[config.mk]
export PLATFORM = sky130hd
export DESIGN_NAME = alu_write_arb
export DESIGN_NICKNAME = d
export VERILOG_FILES = /design/src/rtl/alu_write_arb_pkg.sv /design/src/rtl/alu_write_fifo.sv /design/src/rtl/alu_write_arb.sv
export SDC_FILE = /design/constraint.sdc
export NUM_CORES = 1
export LEC_CHECK = 0
export CORE_MARGIN = 4
export CORE_UTILIZATION = 55
export CTS_BUF_LIST = sky130_fd_sc_hd__clkbuf_4
export CTS_CLUSTER_SIZE = 8
export DETAILED_ROUTE_END_ITERATION = 10
export PLACE_DENSITY = 0.81
export RECOVER_POWER = 50
export SLEW_MARGIN = 25
export SYNTH_ARGS = -nofsm -noshare
export SYNTH_HDL_FRONTEND = slang
export SYNTH_SLANG_ARGS = --single-unit
[constraint.sdc]
create_clock -name clk_i -period 6.24 [get_ports clk_i]
set_input_delay 1.248 -clock clk_i [delete_from_list [all_inputs] [get_ports clk_i]]
set_output_delay 1.248 -clock clk_i [all_outputs]
set_load 0.005 [all_outputs]
[src/rtl/alu_write_arb_pkg.sv]
// Shared types and default sizes for the ALU data-memory write arbiter.
// REG_WIDTH falls back to the ALU register width when no ALU header was seen first.
`ifndef REG_WIDTH
`define REG_WIDTH 32
`endif

package alu_write_arb_pkg;

  localparam int unsigned NUM_CORES_DEF      = 4;
  localparam int unsigned MEM_ADDR_WIDTH_DEF = 16;
  localparam int unsigned FIFO_DEPTH_DEF     = 2;
  localparam int unsigned REG_W              = `REG_WIDTH;

  // One queued write request as carried through a core FIFO (address in the upper bits).
  typedef struct packed {
    logic [MEM_ADDR_WIDTH_DEF-1:0] addr;
    logic [REG_W-1:0]              data;
  } mem_write_req_s;

endpackage

[src/rtl/alu_write_fifo.sv]
// Purpose: small per-core request FIFO, power-of-two depth, synchronous reset.
// Latency: a pushed entry is visible on dout_o the cycle after the push edge.
// Backpressure: caller must not push when full_o or pop when empty_o.
module alu_write_fifo #(
  parameter int unsigned depth = 2,
  parameter int unsigned width = 48
) (
  input  logic                     clk_i,
  input  logic                     reset_i,
  input  logic                     push_i,
  input  logic                     pop_i,
  input  logic [width-1:0]         din_i,
  output logic [width-1:0]         dout_o,
  output logic [$clog2(depth):0]   count_o,
  output logic                     full_o,
  output logic                     empty_o
);

  localparam int unsigned ptr_w = $clog2(depth);
  localparam int unsigned cnt_w = ptr_w + 1;

  logic [width-1:0] mem [depth];
  logic [ptr_w-1:0] wr_ptr;
  logic [ptr_w-1:0] rd_ptr;
  logic [cnt_w-1:0] count;

  // Storage write; contents need no reset since count gates every read.
  always_ff @(posedge clk_i) begin
    if (push_i) begin
      mem[wr_ptr] <= din_i;
    end
  end

  // Pointers wrap naturally at the power-of-two depth; push+pop leaves count unchanged.
  always_ff @(posedge clk_i) begin
    if (reset_i) begin
      wr_ptr <= '0;
      rd_ptr <= '0;
      count  <= '0;
    end else begin
      if (push_i) wr_ptr <= wr_ptr + ptr_w'(1);
      if (pop_i)  rd_ptr <= rd_ptr + ptr_w'(1);
      case ({push_i, pop_i})
        2'b10:   count <= count + cnt_w'(1);
        2'b01:   count <= count - cnt_w'(1);
        default: count <= count;
      endcase
    end
  end

  assign dout_o  = mem[rd_ptr];
  assign count_o = count;
  assign full_o  = (count == cnt_w'(depth));
  assign empty_o = (count == '0);

  a_no_push_full: assert property (@(posedge clk_i) disable iff (reset_i) !(push_i && full_o));
  a_no_pop_empty: assert property (@(posedge clk_i) disable iff (reset_i) !(pop_i && empty_o));

endmodule

[src/rtl/alu_write_arb.sv]
// Purpose: round-robin merge of per-core write requests onto one registered memory write port.
// Latency: request accepted at edge E0 appears on mem_valid_o after edge E1; one beat/cycle sustained.
// Backpressure: mem_ready_i low freezes the output beat; full core FIFOs drop req_ready_o.
module alu_write_arb
  import alu_write_arb_pkg::*;
#(
  parameter int unsigned num_cores      = NUM_CORES_DEF,
  parameter int unsigned mem_addr_width = MEM_ADDR_WIDTH_DEF,
  parameter int unsigned fifo_depth     = FIFO_DEPTH_DEF
) (
  input  logic                                     clk_i,
  input  logic                                     reset_i,
  input  logic [num_cores-1:0]                     req_valid_i,
  input  logic [num_cores-1:0][mem_addr_width-1:0] req_addr_i,
  input  logic [num_cores-1:0][`REG_WIDTH-1:0]     req_data_i,
  output logic [num_cores-1:0]                     req_ready_o,
  output logic                                     mem_valid_o,
  output logic [mem_addr_width-1:0]                mem_addr_o,
  output logic [`REG_WIDTH-1:0]                    mem_data_o,
  output logic [$clog2(num_cores)-1:0]             mem_src_o,
  input  logic                                     mem_ready_i,
  output logic                                     busy_o
);

  localparam int unsigned src_width   = $clog2(num_cores);
  localparam int unsigned cnt_width   = $clog2(fifo_depth) + 1;
  localparam int unsigned entry_width = mem_addr_width + `REG_WIDTH;

  logic [num_cores-1:0]   push;
  logic [num_cores-1:0]   pop;
  logic [num_cores-1:0]   full;
  logic [num_cores-1:0]   empty;
  logic [cnt_width-1:0]   count [num_cores];
  logic [entry_width-1:0] head  [num_cores];

  logic                   load_en;
  logic                   pick_vld;
  logic [src_width-1:0]   pick_idx;
  logic [entry_width-1:0] head_sel;
  logic                   any_queued;

  logic                      mem_valid_q;
  logic [mem_addr_width-1:0] mem_addr_q;
  logic [`REG_WIDTH-1:0]     mem_data_q;
  logic [src_width-1:0]      mem_src_q;
  logic [src_width-1:0]      last_grant;

  // First requester after 'last' in circular order: rotate a doubled copy so the
  // scan starts at last+1, then map the winning offset back to a core index.
  function automatic logic [src_width:0] rr_pick(input logic [num_cores-1:0] cand,
                                                 input logic [src_width-1:0] last);
    logic [2*num_cores-1:0] dbl;
    logic [src_width:0]     base;
    logic [num_cores-1:0]   rot;
    logic [src_width:0]     res;
    int                     g;
    dbl  = {cand, cand};
    base = {1'b0, last} + {{src_width{1'b0}}, 1'b1};
    rot  = num_cores'(dbl >> base);
    res  = '0;
    g    = 0;
    for (int k = num_cores - 1; k >= 0; k--) begin
      if (rot[k]) begin
        g = int'(base) + k;
        if (g >= int'(num_cores)) g = g - int'(num_cores);
        res = {1'b1, src_width'(g)};
      end
    end
    return res;
  endfunction

  for (genvar i = 0; i < num_cores; i++) begin : g_core
    alu_write_fifo #(
      .depth(fifo_depth),
      .width(entry_width)
    ) u_fifo (
      .clk_i   (clk_i),
      .reset_i (reset_i),
      .push_i  (push[i]),
      .pop_i   (pop[i]),
      .din_i   ({req_addr_i[i], req_data_i[i]}),
      .dout_o  (head[i]),
      .count_o (count[i]),
      .full_o  (full[i]),
      .empty_o (empty[i])
    );
    // Ready comes from registered occupancy only, so a full FIFO being popped
    // this cycle still refuses a push until the next cycle.
    assign req_ready_o[i] = ~full[i];
    assign push[i]        = req_valid_i[i] & ~full[i];
    assign pop[i]         = load_en & pick_vld & (pick_idx == src_width'(i));
  end

  assign load_en = ~mem_valid_q | mem_ready_i;

  // Pick the next core among FIFOs that were non-empty at the start of the cycle.
  always_comb begin
    {pick_vld, pick_idx} = rr_pick(~empty, last_grant);
  end

  // Select the head entry of the granted core.
  always_comb begin
    head_sel = '0;
    for (int i = 0; i < num_cores; i++) begin
      if (pick_idx == src_width'(i)) head_sel = head[i];
    end
  end

  // Output beat register: reload when empty or accepted, otherwise hold the stalled beat.
  always_ff @(posedge clk_i) begin
    if (reset_i) begin
      mem_valid_q <= 1'b0;
      mem_addr_q  <= '0;
      mem_data_q  <= '0;
      mem_src_q   <= '0;
      last_grant  <= src_width'(num_cores - 1);
    end else if (load_en) begin
      if (pick_vld) begin
        mem_valid_q              <= 1'b1;
        {mem_addr_q, mem_data_q} <= head_sel;
        mem_src_q                <= pick_idx;
        last_grant               <= pick_idx;
      end else begin
        mem_valid_q <= 1'b0;
      end
    end
  end

  // Any queued entry keeps the block busy.
  always_comb begin
    any_queued = 1'b0;
    for (int i = 0; i < num_cores; i++) begin
      if (count[i] != '0) any_queued = 1'b1;
    end
  end

  assign mem_valid_o = mem_valid_q;
  assign mem_addr_o  = mem_addr_q;
  assign mem_data_o  = mem_data_q;
  assign mem_src_o   = mem_src_q;
  assign busy_o      = mem_valid_q | any_queued;

  a_mem_stable: assert property (@(posedge clk_i) disable iff (reset_i)
    (mem_valid_o && !mem_ready_i) |=>
      (mem_valid_o && $stable(mem_addr_o) && $stable(mem_data_o) && $stable(mem_src_o)));

endmodule

==> impl_metrics.env <==
export IMPL_outcome="finished, violations left"
export IMPL_violations="max-capacitance violations, max-slew violations"
export IMPL_hold_buffers=0
export IMPL_cts_buffers=111
export IMPL_clock_path_buffers=3
export IMPL_tns_ns=0
export IMPL_worstPathCellList="dlygate4sd3_1 -> and3_2 -> clkbuf_1"
export IMPL_worstMarginPinSlew_ns=3.84
export IMPL_synthDistinctLibCells=43
export IMPL_max_stage_delay_ns=2.51
export IMPL_firstDrtPassIters=5
export IMPL_drt_vias_per_instance=5.53
export IMPL_ys_top_cells_by_area="edfxtp_1 (66%), mux2i_1 (11%), dfxtp_1 (8.3%)"
export IMPL_cp_slowest_cell="clkbuf_1"
export IMPL_endpoint_kind="register"
export IMPL_die_w_um=187
export IMPL_synth_fp_nets=1157
export IMPL_n_fill_cell=2058
export IMPL_startpoint_type="primary input"
export IMPL_avgSynthCellArea_um2=18.4
export IMPL_synth_commonest_cells="edfxtp_1 (384), mux2i_1 (192), dfxtp_1 (73)"
export IMPL_reg2reg_from="g_core[3].u_fifo.count_o[0]"
export IMPL_grt_pass1_wl_um=60300
export IMPL_vdd_drop_max_mv=0.322
export IMPL_fin_nets=1483
export IMPL_r2r_end="g_core[3].u_fifo.mem[1][43]"
export IMPL_drc=0
export IMPL_place_area_mm2=0.0205
export IMPL_min_to="mem_src_o[1]"
export IMPL_path_max_fanout=48
export IMPL_period_needed_ns=4.30
export IMPL_yosys_warnings=0
export IMPL_criticalPathCategory="primary input to register"
export IMPL_detail_route_wl_per_cell_um=22.4
export IMPL_synth_edf_count=384
export IMPL_drt_initial_drc_count=766
export IMPL_rsz0062_at_grt="false"
export IMPL_grt_use_total_pct=22.8
export IMPL_yosysMostFrequentCell="edfxtp_1"
export IMPL_rr_worst_depth=3
export IMPL_cts_resized=0
export IMPL_rows=65
export IMPL_hold_viol_final=0
export IMPL_critical_path_arrival_ns=4.50
export IMPL_cts_setup_buffers=0
export IMPL_ys_flop_type="edfxtp_1"
export IMPL_hold_class="register to register"
export IMPL_setup_violations=0
export IMPL_hp_start="mem_src_o[1]"
export IMPL_clk_latency_ns=0.75
export IMPL_num_vias=9882
export IMPL_yosysTopAreaCellShare_pct=65.8
export IMPL_port_buffers=254
export IMPL_ys_seq_area_share_pct=74.1
export IMPL_ant_nets=0
export IMPL_grt_overflow=0
export IMPL_postLayoutCellArea_mm2=0.0219
export IMPL_period_share_pct=68.9
export IMPL_dieArea_mm2=0.0348
export IMPL_ioPinCount=255
export IMPL_core_mm2=0.0315
export IMPL_cp_required_ns=6.44
export IMPL_slew_headroom_pct=-156
export IMPL_grt_max_degree=74
export IMPL_reg2reg_slack_ns=2.32
export IMPL_synthesis_area_mm2=0.0175
export IMPL_wl_um=40100
export IMPL_fmax_ghz=0.233
export IMPL_cts_htree_levels=3
export IMPL_clockRootBuffer="clkbuf_4"
export IMPL_detailed_place_hpwl_um=24200
export IMPL_cp_top_family="buffers and inverters"
export IMPL_critical_path_buf_inv_count=2
export IMPL_slew_violations=208
export IMPL_yosys_register_bits=457
export IMPL_die_y_um=187
export IMPL_gp_congestion=0.776
export IMPL_synth_cells=954
export IMPL_p_per_area_mw_per_mm2=454
export IMPL_start_util_pct=55.7
export IMPL_maxCapViolCount=5
export IMPL_grt_pass1_vias=10708
export IMPL_async_flop_share_pct=0
export IMPL_cts_sinks=457
export IMPL_worst_clock_skew_ns=0.0676
export IMPL_cts_tree="built"
export IMPL_grt_antenna_before_repair=10
export IMPL_p_leak_nw=7.43
export IMPL_area_growth_pct=25.1
export IMPL_hold_depth=2
export IMPL_clk_pin_slew_ns=0.07
export IMPL_synth_top_area_cell="edfxtp_1"
export IMPL_drive_gt1_share_pct=18.0
-- worst max path at each step --
stage / depth (start not counted) / end / from
floorplan: 2 / g_core[3].u_fifo.mem[0][0] / req_valid_i[3]
global placement: 9 / g_core[0].u_fifo.count_o[1] / mem_ready_i
detailed placement: 9 / g_core[2].u_fifo.count_o[1] / mem_ready_i
CTS: 4 / busy_o / g_core[2].u_fifo.count_o[1]
global route: 3 / g_core[3].u_fifo.mem[1][43] / req_valid_i[3]
finish: 3 / g_core[3].u_fifo.mem[1][43] / req_valid_i[3]
-- worst register-to-register path: cells and delay by family, from the launching register on --
kind | cells | cell delay, ns
DFF | 1 | 0.48
and+or+nand+nor | 2 | 0.38
buffers and inverters | 1 | 2.51
-- through the flow --
step	hold WS, ns	setup slack [ns]	power, mW	utilization (%)	instances
6_report	0.466	1.94	9.94	69.6	1787
5_1_grt	0.505	1.80	10.5	69.6	1782
4_1_cts	0.474	2.02	10.1	69.6	1775
3_5_place_dp	0.465	2.28	7.61	65.0	1568
3_3_place_gp	0.451	2.29	7.49	65.0	1568
2_1_floorplan	0.453	2.43	6.53	-	954
-- metal layers --
metal  wire length (um)  up-vias  global-route usage (%)
met5                  0        -                       0
met4                840        0                    8.33
met3               2430       60                    4.98
met2              21200      367                    40.9
met1              15600     4905                    27.4
li1                   -     4550                       -
-- placed cells by master, fill, tap and decap left out, types with 10 or more instances in the layout --
cell type	netlist	final
mux2i_1	192	192
edfxtp_1	384	384
clkbuf_4	0	169
nand2_1	10	10
buf_4	4	11
clkinv_1	0	30
clkdlybuf4s50_1	0	57
a211oi_1	49	49
nor2_1	67	65
mux4_2	41	41
dlygate4sd3_1	0	196
dfxtp_1	73	69
diode_2	0	11
a21oi_1	15	15
-- flip-flops by register name (all words and copies together) (netlist names), named ones only --
signal	count
mem_data_o	32
last_grant	2
mem_addr_o	16
g_core.u_fifo.count_o	8
g_core.u_fifo.mem	384
mem_valid_o	1
g_core.u_fifo.wr_ptr	4
mem_src_o	2
g_core.u_fifo.rd_ptr	4
-- area by class of cell --
class,instances,area (um^2),area share [%]
antenna,11,27.5,0.126
clock buffer,169,1270,5.79
clock inverter,38,191,0.873
inverter,2,7.51,0.0343
multi-input combinational,440,4280,19.5
sequential,457,13000,59.3
tap,402,503,2.29
timing repair buffer,268,2630,12.0
-- report_power, final --
group	internal (mW)	total, mW	switching [mW]
registers	3.95	4.39	0.443
clock network	1.28	2.43	1.15
logic	1.58	3.12	1.53
-- logic make-up after synthesis --
family                   share of synthesized area, %
AO/OA/AOI/OAI                                    3.39
XOR/XNOR                                        0.600
adder cells (fa/ha/maj)                         0.286
buffers and inverters                            1.73
flip-flops                                       74.1
multiplexers                                     17.3
AND/OR/NAND/NOR                                  2.58
(Power assumes the default switching activity.)
